**src/rtl/issue_select_ctrl.sv**
```systemverilog
// Issue-queue controller: tracks operand readiness from writeback broadcasts and grants the oldest ready entry.
// Optional ISSUE_WAKEUP_BYPASS_EN lets a same-cycle broadcast make an entry eligible immediately.
module issue_select_ctrl #(
   parameter int DEPTH        = 16,
   parameter int OPCODE_WIDTH = 7,
   parameter int TAG_WIDTH    = 6,
   parameter int AGE_WIDTH    = 5
) (
   input  logic                       clk,
   input  logic                       rst,
   input  logic                       flush,
   input  logic                       disp_valid,
   output logic                       disp_ready,
   input  logic [OPCODE_WIDTH-1:0]    disp_op,
   input  logic [TAG_WIDTH-1:0]       disp_dst_tag,
   input  logic [TAG_WIDTH-1:0]       disp_src1_tag,
   input  logic [TAG_WIDTH-1:0]       disp_src2_tag,
   input  logic                       disp_src1_rdy,
   input  logic                       disp_src2_rdy,
   input  logic                       wb_valid,
   input  logic [TAG_WIDTH-1:0]       wb_tag,
   input  logic [OPCODE_WIDTH-1:0]    fu_op,
   output logic                       iss_valid,
   input  logic                       iss_ready,
   output logic [$clog2(DEPTH)-1:0]   iss_addr,
   output logic [OPCODE_WIDTH-1:0]    iss_op,
   output logic [TAG_WIDTH-1:0]       iss_dst_tag,
   output logic [AGE_WIDTH-1:0]       count,
   output logic                       full,
   output logic                       empty
);
   localparam int IDX_W = $clog2(DEPTH);

   logic [DEPTH-1:0]        valid_reg;
   logic [AGE_WIDTH-1:0]    count_reg;
   logic [OPCODE_WIDTH-1:0] op_reg       [DEPTH];
   logic [TAG_WIDTH-1:0]    dst_tag_reg  [DEPTH];
   logic [TAG_WIDTH-1:0]    src1_tag_reg [DEPTH];
   logic [TAG_WIDTH-1:0]    src2_tag_reg [DEPTH];
   logic [DEPTH-1:0]        src1_rdy_reg;
   logic [DEPTH-1:0]        src2_rdy_reg;
   logic [AGE_WIDTH-1:0]    age_reg      [DEPTH];

   logic [DEPTH-1:0]        wb_hit1, wb_hit2, eligible;
   logic                    sel_found;
   logic [IDX_W-1:0]        sel_idx;
   logic [AGE_WIDTH-1:0]    sel_age;
   logic [IDX_W-1:0]        free_idx;
   logic                    disp_fire, iss_fire;
   logic                    disp_src1_rdy_byp, disp_src2_rdy_byp;
   logic [AGE_WIDTH-1:0]    new_age, count_next;

   genvar gi;
   generate
      for (gi = 0; gi < DEPTH; gi++) begin : g_entry
         assign wb_hit1[gi] = wb_valid && (wb_tag == src1_tag_reg[gi]);
         assign wb_hit2[gi] = wb_valid && (wb_tag == src2_tag_reg[gi]);
`ifdef ISSUE_WAKEUP_BYPASS_EN
         assign eligible[gi] = valid_reg[gi] && (op_reg[gi] == fu_op)
                               && (src1_rdy_reg[gi] || wb_hit1[gi])
                               && (src2_rdy_reg[gi] || wb_hit2[gi]);
`else
         assign eligible[gi] = valid_reg[gi] && (op_reg[gi] == fu_op)
                               && src1_rdy_reg[gi] && src2_rdy_reg[gi];
`endif
      end
   endgenerate

   // Ages are unique, so a strict less-than scan finds the single oldest eligible entry.
   always_comb begin
      sel_found = 1'b0;
      sel_idx   = '0;
      sel_age   = '1;
      for (int i = 0; i < DEPTH; i++) begin
         if (eligible[i] && (!sel_found || (age_reg[i] < sel_age))) begin
            sel_found = 1'b1;
            sel_idx   = IDX_W'(i);
            sel_age   = age_reg[i];
         end
      end
   end

   always_comb begin
      free_idx = '0;
      for (int i = DEPTH - 1; i >= 0; i--) begin
         if (!valid_reg[i]) free_idx = IDX_W'(i);
      end
   end

   assign full        = (count_reg == AGE_WIDTH'(DEPTH));
   assign empty       = (count_reg == '0);
   assign disp_ready  = !full;
   assign count       = count_reg;
   assign iss_valid   = sel_found;
   assign iss_addr    = sel_found ? sel_idx : '0;
   assign iss_op      = sel_found ? op_reg[sel_idx] : '0;
   assign iss_dst_tag = sel_found ? dst_tag_reg[sel_idx] : '0;

   assign disp_fire         = disp_valid && disp_ready;
   assign iss_fire          = sel_found && iss_ready;
   assign disp_src1_rdy_byp = disp_src1_rdy || (wb_valid && (wb_tag == disp_src1_tag));
   assign disp_src2_rdy_byp = disp_src2_rdy || (wb_valid && (wb_tag == disp_src2_tag));
   assign new_age           = count_reg - AGE_WIDTH'(iss_fire);
   assign count_next        = count_reg + AGE_WIDTH'(disp_fire) - AGE_WIDTH'(iss_fire);

   // Only occupancy needs reset; payload is qualified by valid_reg everywhere it is read.
   always_ff @(posedge clk or posedge rst) begin
      if (rst) begin
         valid_reg <= '0;
         count_reg <= '0;
      end else if (flush) begin
         valid_reg <= '0;
         count_reg <= '0;
      end else begin
         if (iss_fire)  valid_reg[sel_idx]  <= 1'b0;
         if (disp_fire) valid_reg[free_idx] <= 1'b1;
         count_reg <= count_next;
      end
   end

   always_ff @(posedge clk) begin
      for (int i = 0; i < DEPTH; i++) begin
         if (disp_fire && (free_idx == IDX_W'(i))) begin
            op_reg[i]       <= disp_op;
            dst_tag_reg[i]  <= disp_dst_tag;
            src1_tag_reg[i] <= disp_src1_tag;
            src2_tag_reg[i] <= disp_src2_tag;
            src1_rdy_reg[i] <= disp_src1_rdy_byp;
            src2_rdy_reg[i] <= disp_src2_rdy_byp;
            age_reg[i]      <= new_age;
         end else begin
            if (wb_hit1[i]) src1_rdy_reg[i] <= 1'b1;
            if (wb_hit2[i]) src2_rdy_reg[i] <= 1'b1;
            if (iss_fire && valid_reg[i] && (age_reg[i] > sel_age))
               age_reg[i] <= age_reg[i] - 1'b1;
         end
      end
   end
endmodule

```
**config.mk**
```make
export PLATFORM = sky130hd
export DESIGN_NAME = issue_select_ctrl
export DESIGN_NICKNAME = d
export VERILOG_FILES = /design/src/rtl/issue_select_ctrl.sv
export SDC_FILE = /design/constraint.sdc
export NUM_CORES = 1
export LEC_CHECK = 0
export CORE_MARGIN = 5
export CORE_UTILIZATION = 45
export CTS_BUF_LIST = sky130_fd_sc_hd__clkbuf_2 sky130_fd_sc_hd__clkbuf_4 sky130_fd_sc_hd__clkbuf_8
export DETAILED_ROUTE_END_ITERATION = 10
export SKIP_LAST_GASP = 1
export SLEW_MARGIN = 10
export SYNTH_ARGS = -nofsm -noshare
export SYNTH_HDL_FRONTEND = slang
export SYNTH_SLANG_ARGS = --single-unit
```
**constraint.sdc**
```tcl
create_clock -name clk -period 91.6 [get_ports clk]
set_input_delay 18.32 -clock clk [delete_from_list [all_inputs] [get_ports clk]]
set_output_delay 18.32 -clock clk [all_outputs]
set_load 0.02 [all_outputs]
```
Word-level counts from Yosys, hierarchy flattened
Memory sizes are Yosys's and may differ from the RTL's.
Index checks and enable logic that the tools add are counted.
{"block": "word_totals", "ram_bits": 480, "ff_bits": 53, "n_memories": 5}
{"memory": "op_reg", "words": 16, "width": 7, "rd": 17, "rd_clocked_by_memory_dff": 0, "write_ports": 1, "line": "36", "rtl": "logic [OPCODE_WIDTH-1:0] op_reg [DEPTH];"}
{"memory": "dst_tag_reg", "words": 16, "width": 6, "rd": 1, "rd_clocked_by_memory_dff": 0, "write_ports": 1, "line": "37", "rtl": "logic [TAG_WIDTH-1:0] dst_tag_reg [DEPTH];"}
{"memory": "src1_tag_reg", "words": 16, "width": 6, "rd": 16, "rd_clocked_by_memory_dff": 0, "write_ports": 1, "line": "38", "rtl": "logic [TAG_WIDTH-1:0] src1_tag_reg [DEPTH];"}
{"memory": "src2_tag_reg", "words": 16, "width": 6, "rd": 16, "rd_clocked_by_memory_dff": 0, "write_ports": 1, "line": "39", "rtl": "logic [TAG_WIDTH-1:0] src2_tag_reg [DEPTH];"}
{"memory": "age_reg", "words": 16, "width": 5, "rd": 16, "rd_clocked_by_memory_dff": 0, "write_ports": 16, "line": "42", "rtl": "logic [AGE_WIDTH-1:0] age_reg [DEPTH];"}
{"block": "op_classes", "muxes": 415, "addsub": 19, "eq_ne": 66, "bitwise_logic": 19, "n_reduce_logical": 276, "n_lt_le_gt_ge": 35}
{"operator": "4-bit two-way mux", "n": 91}
{"operator": "6-bit two-way mux", "n": 46}
{"operator": "6-bit OR reduction", "n": 45}
{"operator": "1-bit two-way mux", "n": 223}
{"operator": "6-bit equality test", "n": 34}
{"operator": "5-bit two-way mux", "n": 33}
{"operator": "1-bit logical AND", "n": 149}
{"operator": "7-bit equality test", "n": 16}
{"operator": "7-bit two-way mux", "n": 16}
{"operator": "7-bit OR reduction", "n": 15}
{"operator": "5-bit > comparator", "n": 16}
{"operator": "5-bit by 1-bit subtractor with 5-bit output, second input constant", "n": 16}
{"operator": "5-bit < comparator", "n": 15}
{"operator": "16-bit two-way mux", "n": 4}
{"operator": "2-bit nonzero test", "n": 32}
{"operator": "4-bit equality test, second input constant", "n": 8}
{"operator": "1-bit logical OR", "n": 17}
{"operator": "16-bit bitwise AND", "n": 1}
{"operator": "4-bit by 3-bit equality test with 1-bit output, second input constant", "n": 4}
{"operator": "1-bit logical NOT", "n": 16}
{"operator": "16-bit inverter", "n": 1}
{"operator": "1-bit bitwise OR", "n": 16}
{"operator": "16-bit bitwise OR", "n": 1}
{"operator": "4-bit by 5-bit < comparator with 1-bit output, second input constant", "n": 2}
{"operator": "other kinds (9)", "n": 13}

Depth between registers and ports, before layout
Gate-level depths: netlist of the first run.
An unclocked memory read counts as a cell.
{"block": "depth", "depth_word": 77, "ltp_mapped": 150, "depth_no_buf": 143}

Worst setup path after synthesis of the first run
No wires, ideal clock.
{"block": "synth_path", "path_kind": "input port to output port", "from": "in fu_op[5]", "to": "out iss_op[6]", "required_time_ns": 73.280, "slack_ns": 29.922, "cell_stages": 135, "arrival_time_ns": 43.358, "path_cell_list": "buf_4 -> xor2_1 -> nor4_1 -> nand2_1 -> clkbuf_1 -> nor2_1 -> ha_1 -> o2111ai_1 -> a21oi_1 -> or4_1 -> nand2_1 -> o22ai_1 -> ha_1 -> or2_2 -> nor3_1 -> and2_1 -> o311a_1 -> nor2_1 -> [99 not listed] -> o21ai_0 -> ha_1 -> o21ai_0 -> nand2b_1 -> o211ai_1 -> o32ai_1 -> mux2i_1 -> ha_1 -> o21a_1 -> o22ai_1 -> o21bai_1 -> nand2_1 -> a21oi_1 -> inv_2 -> buf_2 -> nor3_1 -> nor3_1 -> nor4_1"}
{"block": "synth_via", "elab_chain_cells": 67, "word_cells_on_any_way": 172, "cone_classes": "order compare: 15; eq/ne: 16; mux: 47; reduce/logical: 93; memory: 1"}
{"element": "start: declaration", "line": "22", "rtl": "input logic [OPCODE_WIDTH-1:0] fu_op,"}
{"element": "7-bit equality test", "line": "63", "rtl": "assign eligible[gi] = valid_reg[gi] && (op_reg[gi] == fu_op)"}
{"element": "1-bit logical AND", "line": "63"}
{"element": "1-bit logical AND (2 in a row)", "line": "64", "rtl": "&& src1_rdy_reg[gi] && src2_rdy_reg[gi];"}
{"element": "5-bit two-way mux or 1-bit two-way mux (tied branches)", "line": "75", "rtl": "if (eligible[i] && (!sel_found || (age_reg[i] < sel_age))) begin"}
{"element": "5-bit < comparator or 1-bit logical NOT (tied branches)", "line": "75"}
{"element": "1-bit logical OR", "line": "75"}
{"element": "1-bit logical AND", "line": "75"}
{"element": "5-bit two-way mux or 1-bit two-way mux (tied branches)", "line": "75"}
{"element": "[50 not listed]"}
{"element": "1-bit logical AND", "line": "75"}
{"element": "5-bit two-way mux or 1-bit two-way mux (tied branches)", "line": "75"}
{"element": "5-bit < comparator or 1-bit logical NOT (tied branches)", "line": "75"}
{"element": "1-bit logical OR", "line": "75"}
{"element": "1-bit logical AND", "line": "75"}
{"element": "4-bit two-way mux", "line": "75"}
{"element": "memory 16 x 7 bit"}
{"element": "7-bit two-way mux *", "line": "96", "rtl": "assign iss_op = sel_found ? op_reg[sel_idx] : '0;"}
{"element": "end: declaration", "line": "26", "rtl": "output logic [OPCODE_WIDTH-1:0] iss_op,"}
Every way passes the cells marked *; elsewhere a longest branch is shown, timed or not.

Worst setup path in the final report of the first run
{"block": "layout_path", "from": "in fu_op[3]", "to": "out iss_op[0]"}
Same word-level chain as after synthesis.

==> results of run 1 <==
[power by group]
group | internal (uW) | switching (uW) | leakage, uW
Clock | 117 | 101 | 0.000963
Combinational | 20.5 | 36.9 | 0.00693
Sequential | 276 | 5.21 | 0.00500
[metrics by stage]
stage               hold WS (ns)  instance area (sq um)  instances
CTS                        0.651                  36100       4017
global placement           0.620                  34300       3854
global route               0.680                  36100       4018
detailed placement         0.640                  34300       3854
floorplan                  0.557                  32500       2917
finish                     0.652                  36100       4018
[cell families (layout without fill, tap and decap cells)]
family / Yosys count / count (layout)
fa+ha+maj: 106 / 106
other cells: 0 / 1
simple gates: 810 / 810
compound gates: 573 / 573
buf+inv: 266 / 416
xor+xnor: 404 / 404
flops: 533 / 533
mux: 225 / 225
[Yosys cell counts, types with 21 or more instances]
library cell / count / area [sq um]
dfrtp_1: 21 / 526
ha_1: 103 / 1290
nand3_1: 67 / 335
o22ai_1: 23 / 144
buf_2: 25 / 125
and3_1: 34 / 213
clkbuf_1: 89 / 334
xor2_1: 115 / 1010
xnor2_1: 288 / 2520
nor4_1: 29 / 181
inv_1: 128 / 480
a31oi_1: 38 / 238
nand2b_1: 22 / 138
or3_1: 23 / 144
edfxtp_1: 512 / 15400
o21ai_0: 100 / 500
nand4_1: 70 / 438
mux2_2: 52 / 586
nand2_1: 194 / 728
o211ai_1: 34 / 255
a21oi_1: 134 / 671
nor2_1: 175 / 657
mux2i_1: 164 / 1640
nor3_1: 50 / 250
and2_1: 26 / 163
[metal layers]
| layer | share of wire | GRT usage | wire length (microns) |
|---|---|---|---|
| met1 | 0.42 | 0.352 | 44500 |
| met2 | 0.47 | 0.434 | 49100 |
| met3 | 0.070 | 0.0437 | 7370 |
| met4 | 0.039 | 0.0927 | 4120 |
| met5 | 0.000067 | 0 | 7 |
[area by class of cell]
cell class | instances | area, sq um | share of cell area
sequential | 533 | 15900 | 0.441
multi-input combinational | 2118 | 15600 | 0.433
clock buffer | 130 | 1580 | 0.0437
tap | 950 | 1190 | 0.0329
timing repair buffer | 122 | 1060 | 0.0295
inverter | 131 | 492 | 0.0136
clock inverter | 33 | 239 | 0.00662
antenna | 1 | 2.50 | 0.0000693
[final timing paths]
path / startpoint / slack [ns] / cells after the start / endpoint
worst min register to register: count[3]$_DFF_PP0_ / 0.65 / 3 / count[4]$_DFF_PP0_
worst max register to register: valid_reg[0]$_DFF_PP0_ / 60.25 / 125 / age_reg[1][37]$_DFFE_PP_
worst min-delay path: count[3]$_DFF_PP0_ / 0.65 / 3 / count[4]$_DFF_PP0_
min in group asynchronous: rst / 18.13 / 2 / count[0]$_DFF_PP0_
worst max-delay path: fu_op[3] / 23.30 / 129 / iss_op[0]
max in group asynchronous: rst / 72.78 / 2 / valid_reg[10]$_DFF_PP0_
[tightest hold or removal path, stage by stage (launching register included)]
cell	delay (ns)
dfrtp_1	0.37
xor2_1	0.09
o21ai_0	0.08
a21oi_1	0.07
[cells in the final DEF, fill, tap and decap left out, types with 15 or more instances in the layout]
cell type / n
nor2_1: 174
edfxtp_1: 512
clkdlybuf4s50_1: 65
o21a_1: 15
or3_1: 23
xor2_1: 114
nor2b_1: 16
inv_1: 128
nand2b_1: 22
ha_1: 103
nor3b_1: 20
o21ai_0: 99
dfrtp_1: 21
or2_2: 19
mux2i_1: 164
nand4_1: 70
a21oi_1: 132
and2_1: 26
xnor2_1: 286
nor3_1: 50
clkbuf_8: 96
o41ai_1: 20
o22ai_1: 23
clkbuf_4: 34
nand2_1: 194
o211ai_1: 34
a31oi_1: 38
nor4_1: 28
and3_1: 34
mux2_2: 52
clkinv_1: 22
a211oi_1: 19
nand3_1: 67
buf_4: 51
==> out/metrics.csv, run 1 <==
stage,metric,value,unit
run_status,status,finished clean,
timing,Worst Skew,0.0611,ns
drt,Avg WL per Cell,26.1,microns
layout,fin util,0.504,
power_and_ir_drop,Leak,0.0129,uW
timing,Slew @ Worst Pin,1.24,ns
clock_network,TritonCTS clock tree,done,
yosys,mux contribution to synthesized area,0.0722,
timing,Final setup viols,0,
layout,max reg flops,112,
power_and_ir_drop,PD cells,15.4,nW/um^2
critical_path,CP max FO,53,
timing,Final Hold Fails,0,
floorplanning,die footprint,77700,sq um
critical_path,crit path max-delay cell type,buf_4,
yosys,largest family of logic cells by synthesized area,simple AND/OR/NAND/NOR gates,
layout,layout cells sized above 1,0.109,
place,dpl hpwl,72600,microns
clock_network,"Reg clk slew, reported paths",0.05,ns
layout,Fill cells,6497,
timing,RSZ-0062 raised after global routing,false,
clock_network,clk buf depth,3,
clock_network,post-cts gate resize count,0,
place,Post-Place Setup Slack,23.86,ns
drt,First-pass DRT Iterations,6,
drt,vias per inst,6.13,
floorplanning,Cell Rows,98,
yosys,Synth Net Count,3067,
yosys,Synth Cell Area,32500,sq um
yosys,number of distinct library cells after synthesis,109,
global_route,GRT Total Usage,0.262,
layout,area grow syn2layout,11.1,%
critical_path,buffer and inverter count on the worst path,15,
clock_network,cts hold-fix bufs,0,
timing,Worst slew margin,0.166,
floorplanning,Ports,72,
worst_hold_path,hold crit path type,reg2reg,
yosys,Post-Syn Instances,2917,
yosys,simple-gate area share of the yosys netlist,0.129,
global_route,initial antenna violation count,5,
clock_network,clock latency on the worst-skew pair,0.73,ns
yosys,prevailing post-synth register cell,edfxtp_1,
clock_network,clk sinks,533,
yosys,post-synthesis compound-gate area fraction,0.126,
global_route,vias in the first global route,24600,
clock_network,Root Buffer,clkbuf_8,
timing,crit path time final,68.30,ns
yosys,ys async rst share,0.0394,
yosys,synth warn,0,
floorplanning,Initial Util,0.454,
floorplanning,Core Area,71600,sq um
timing,final worst setup slack,23.30,ns
run,maxcap violations,0,
critical_path,Critical Path AT,49.98,ns
floorplanning,Die Wd,279,microns
timing,final period utilization,0.746,
critical_path,worst stage delay on the critical path,0.75,ns
critical_path,most frequent cell on the critical path,ha_1,
critical_path,WP data required,73.28,ns
global_route,GRT overflow,0,
yosys,"Avg Cell Area, Syn",11.1,sq um
power_and_ir_drop,overall power,557,uW
critical_path,Critical Path End Type,output pin,
drt,DR vias,24600,
clock_network,CTS buffer count,93,
yosys,count of state elements after synthesis,533,
floorplanning,die height,279,microns
timing,fmax,14.6,MHz
yosys,post-synthesis adder-cell area fraction,0.0409,
global_route,first-pass GRT wire length,156000,microns
timing,total negative slack,0,ns
clock_network,postcts setup bufs,0,
place,routability cong.,0.951,
drt,final WL,105000,microns
layout,fin nets,3149,
drt,Post-DRT Antenna Nets,0,
yosys,xor/xnor cell area share of the yosys netlist,0.109,
critical_path,Worst setup SP type,primary input,
timing,fin. max-slew vios,0,
yosys,post-synthesis sequential area ratio,0.489,
drt,Post-route DRC,0,
clock_network,CTS H-Tree Depth,3,
critical_path,"CP delay by family, top",compound AO/OA/AOI/OAI gates,
power_and_ir_drop,Peak VDD IR,0.0117,mV
drt,Iter 0 DRT Violations,2374,
global_route,largest net degree at the start of global routing,83,
yosys,number of flops mapped to enable cells by yosys,512,
critical_path,WS Path Type,in2out,
place,IO buf count,71,
Note: power is estimated with default switching activity, not from simulation.
==> inputs of run 2 (changes only) <==
==> constraint.sdc (replaced) <==
create_clock -name clk -period 64 [get_ports clk]
set_input_delay 12.8 -clock clk [delete_from_list [all_inputs] [get_ports clk]]
set_output_delay 12.8 -clock clk [all_outputs]
set_load 0.02 [all_outputs]
==> run 2 against run 1 <==
Sequential cell count did not move. Final area rose by 0.31%. Clock skew rose by 0.021 ns. Sequential power rose by 43%. Setup slack got worse by 16 ns. Die area did not move. First-iteration DRC count rose by 4.3%. Total power rose by 45%. Count of clock-buffer cells in the layout fell by 11. Critical endpoint is now iss_op[5]. Largest cell class unchanged.
==> out/metrics.csv, run 2 (synthesis gave the netlist of run 1 again) <==
stage,metric,value,unit,change
run,maxcap violations,0,,unchanged
timing,fin. max-slew vios,0,,unchanged
global_route,GR Util met1,0.350,,-0.00143
critical_path,crit path max-delay cell type,buf_4,,
global_route,vias in the first global route,24600,,+0.11%
drt,final WL,105000,microns,+0.29%
power_and_ir_drop,switching power total,211,uW,+47%
clock_network,postcts setup bufs,0,,unchanged
layout,"commonest cells after routing, fill and taps aside","edfxtp_1 (512), xnor2_1 (286), nand2_1 (194), nor2_1 (174), mux2i_1 (164)",,
clock_network,cts hold-fix bufs,0,,unchanged
power_and_ir_drop,clock group share of total power,0.400,,+0.008
drt,Post-route DRC,0,,unchanged
place,dpl hpwl,72500,microns,about the same
floorplanning,Cell Rows,98,,unchanged
power_and_ir_drop,Leak,0.0129,uW,+0.36%
layout,area grow syn2layout,11.4,%,
global_route,initial antenna violation count,4,,-1
floorplanning,Initial Util,0.454,,unchanged
drt,Avg WL per Cell,26.2,microns,+0.14%
power_and_ir_drop,PD cells,22.3,nW/um^2,+45%
floorplanning,Die Wd,279,microns,unchanged
timing,Slew @ Worst Pin,1.14,ns,-0.104 ns
floorplanning,die footprint,77700,sq um,unchanged
critical_path,CP max FO,53,,unchanged
layout,fin util,0.505,,+0.00155
global_route,GRT Total Usage,0.263,,+0.000576
clock_network,clock latency on the worst-skew pair,0.75,ns,+0.02 ns
drt,Post-DRT Antenna Nets,0,,unchanged
clock_network,Root Buffer,clkbuf_8,,
layout,fin nets,3149,,unchanged
floorplanning,Core Area,71600,sq um,unchanged
power_and_ir_drop,Peak VDD IR,0.0195,mV,+67%
layout,"most common cell after layout, fill and taps aside",edfxtp_1,,
timing,Worst Skew,0.0819,ns,+0.0207 ns
global_route,GR peak layer,met2,,
run_status,status,finished clean,,
global_route,largest net degree at the start of global routing,83,,unchanged
critical_path,WP data required,51.20,ns,-22.08 ns
global_route,GRT overflow,0,,unchanged
layout,multi-input logic area,15600,sq um,about the same
drt,DR vias,24700,,+0.13%
layout,Fill cells,6391,,-1.6%
power_and_ir_drop,Logic pwr share,0.102,,about the same
worst_hold_path,hold crit path type,reg2reg,,
timing,Final setup viols,0,,unchanged
drt,First-pass DRT Iterations,9,,+3
clock_network,CTS H-Tree Depth,3,,unchanged
floorplanning,Ports,72,,unchanged
clock_network,"Reg clk slew, reported paths",0.06,ns,about the same
timing,final hold slack,0.639,ns,-0.0132 ns
power_and_ir_drop,power share of the sequential group,0.498,,-0.007
timing,total negative slack,0,ns,unchanged
critical_path,Critical Path End Type,output pin,,
power_and_ir_drop,Sw Share,0.261,,+0.00366
layout,Final Cell Area,36200,sq um,+0.31%
floorplanning,die height,279,microns,unchanged
place,IO buf count,71,,unchanged
timing,final period utilization,0.893,,
global_route,met3 Resource Use GR,0.0452,,+0.00142
clock_network,TritonCTS clock tree,done,,
timing,fmax,17.5,MHz,
critical_path,most frequent cell on the critical path,ha_1,,
timing,crit path time final,57.18,ns,
global_route,M2 GR Usage,0.431,,-0.00245
power_and_ir_drop,Int Pwr,597,uW,+44%
drt,vias per inst,6.13,,about the same
timing,Final Hold Fails,0,,unchanged
timing,RSZ-0062 raised after global routing,false,,
critical_path,Worst setup SP type,primary input,,
critical_path,Critical Path AT,44.38,ns,-5.60 ns
layout,FF+latch area,15900,sq um,unchanged
timing,Worst slew margin,0.243,,+0.0767
place,dpl cells,3854,,unchanged
critical_path,WS Path Type,in2out,,
clock_network,CTS buffer count,93,,unchanged
clock_network,post-cts gate resize count,0,,unchanged
place,Area after DPL,34300,sq um,unchanged
place,routability cong.,0.951,,about the same
critical_path,worst stage delay on the critical path,0.76,ns,about the same
layout,Finished Layout Cells,4024,,+0.15%
clock_network,clk sinks,533,,unchanged
layout,layout cells sized above 1,0.110,,+0.000799
drt,Iter 0 DRT Violations,2476,,+4.3%
clock_network,clk buf depth,3,,unchanged
global_route,first-pass GRT wire length,156000,microns,about the same
layout,max reg flops,112,,unchanged
==> run 2: cell count changes in the layout (fill, tap and decap cells not counted), moves of 2 or more <==
cell / change
clkbuf_4: -11
clkinv_2: +9
clkinv_16: +2
bufinv_16: +2
clkinv_1: +2
==> run 2: layout make-up <==
type | count | share of cell area
Sequential cell | 533 | 0.439
Timing Repair Buffer | 122 | 0.0294
Clock buffer | 119 | 0.0413
Clock inverter | 49 | 0.0119
Inverter | 131 | 0.0136
Antenna cell | 2 | 0.000138
Multi-Input combinational cell | 2118 | 0.432
Tap cell | 950 | 0.0328
==> run 2: final timing paths <==
check,from,to,depth (start not counted),slack (ns)
max,fu_op[2],iss_op[5],129,6.82
min,count[3]$_DFF_PP0_,count[4]$_DFF_PP0_,3,0.64
max reg2reg,op_reg[0][5]$_DFFE_PP_,age_reg[1][36]$_DFFE_PP_,125,32.69
min reg2reg,count[3]$_DFF_PP0_,count[4]$_DFF_PP0_,3,0.64
max in group asynchronous,rst,valid_reg[0]$_DFF_PP0_,2,50.75
min in group asynchronous,rst,count[0]$_DFF_PP0_,2,12.57
==> run 2: worst max-delay path: cells and delay by family <==
kind                     cells  cell delay, ns
adder cells (fa/ha/maj)     15            4.49
multiplexers                 5            1.33
buffers and inverters       14            3.01
AND/OR/NAND/NOR             43           10.29
AO/OA/AOI/OAI               51           12.12
XOR/XNOR                     1            0.27
==> run 2: power groups by stage <==
stage	clock network (uW)	logic (uW)	registers (uW)
detailed placement	0	82.1	409
finish	323	82.1	402
floorplan	0	47.9	406
global route	347	88.7	403
global placement	0	80.1	409
CTS	330	82.6	402
==> run 2: stage by stage <==
| step | total power (uW) | setup WS [ns] |
|---|---|---|
| floorplan | 454 | 13.36 |
| global placement | 489 | 8.23 |
| detailed placement | 491 | 7.47 |
| CTS | 815 | 7.29 |
| global route | 839 | 4.36 |
| finish | 807 | 6.82 |
==> run 2: routing by layer <==
layer  up-vias  wire length [microns]
met5         -                     13
met4         2                   4590
met3       252                   7840
met2      1042                  48500
met1     12300                  44400
li1      11100                      -
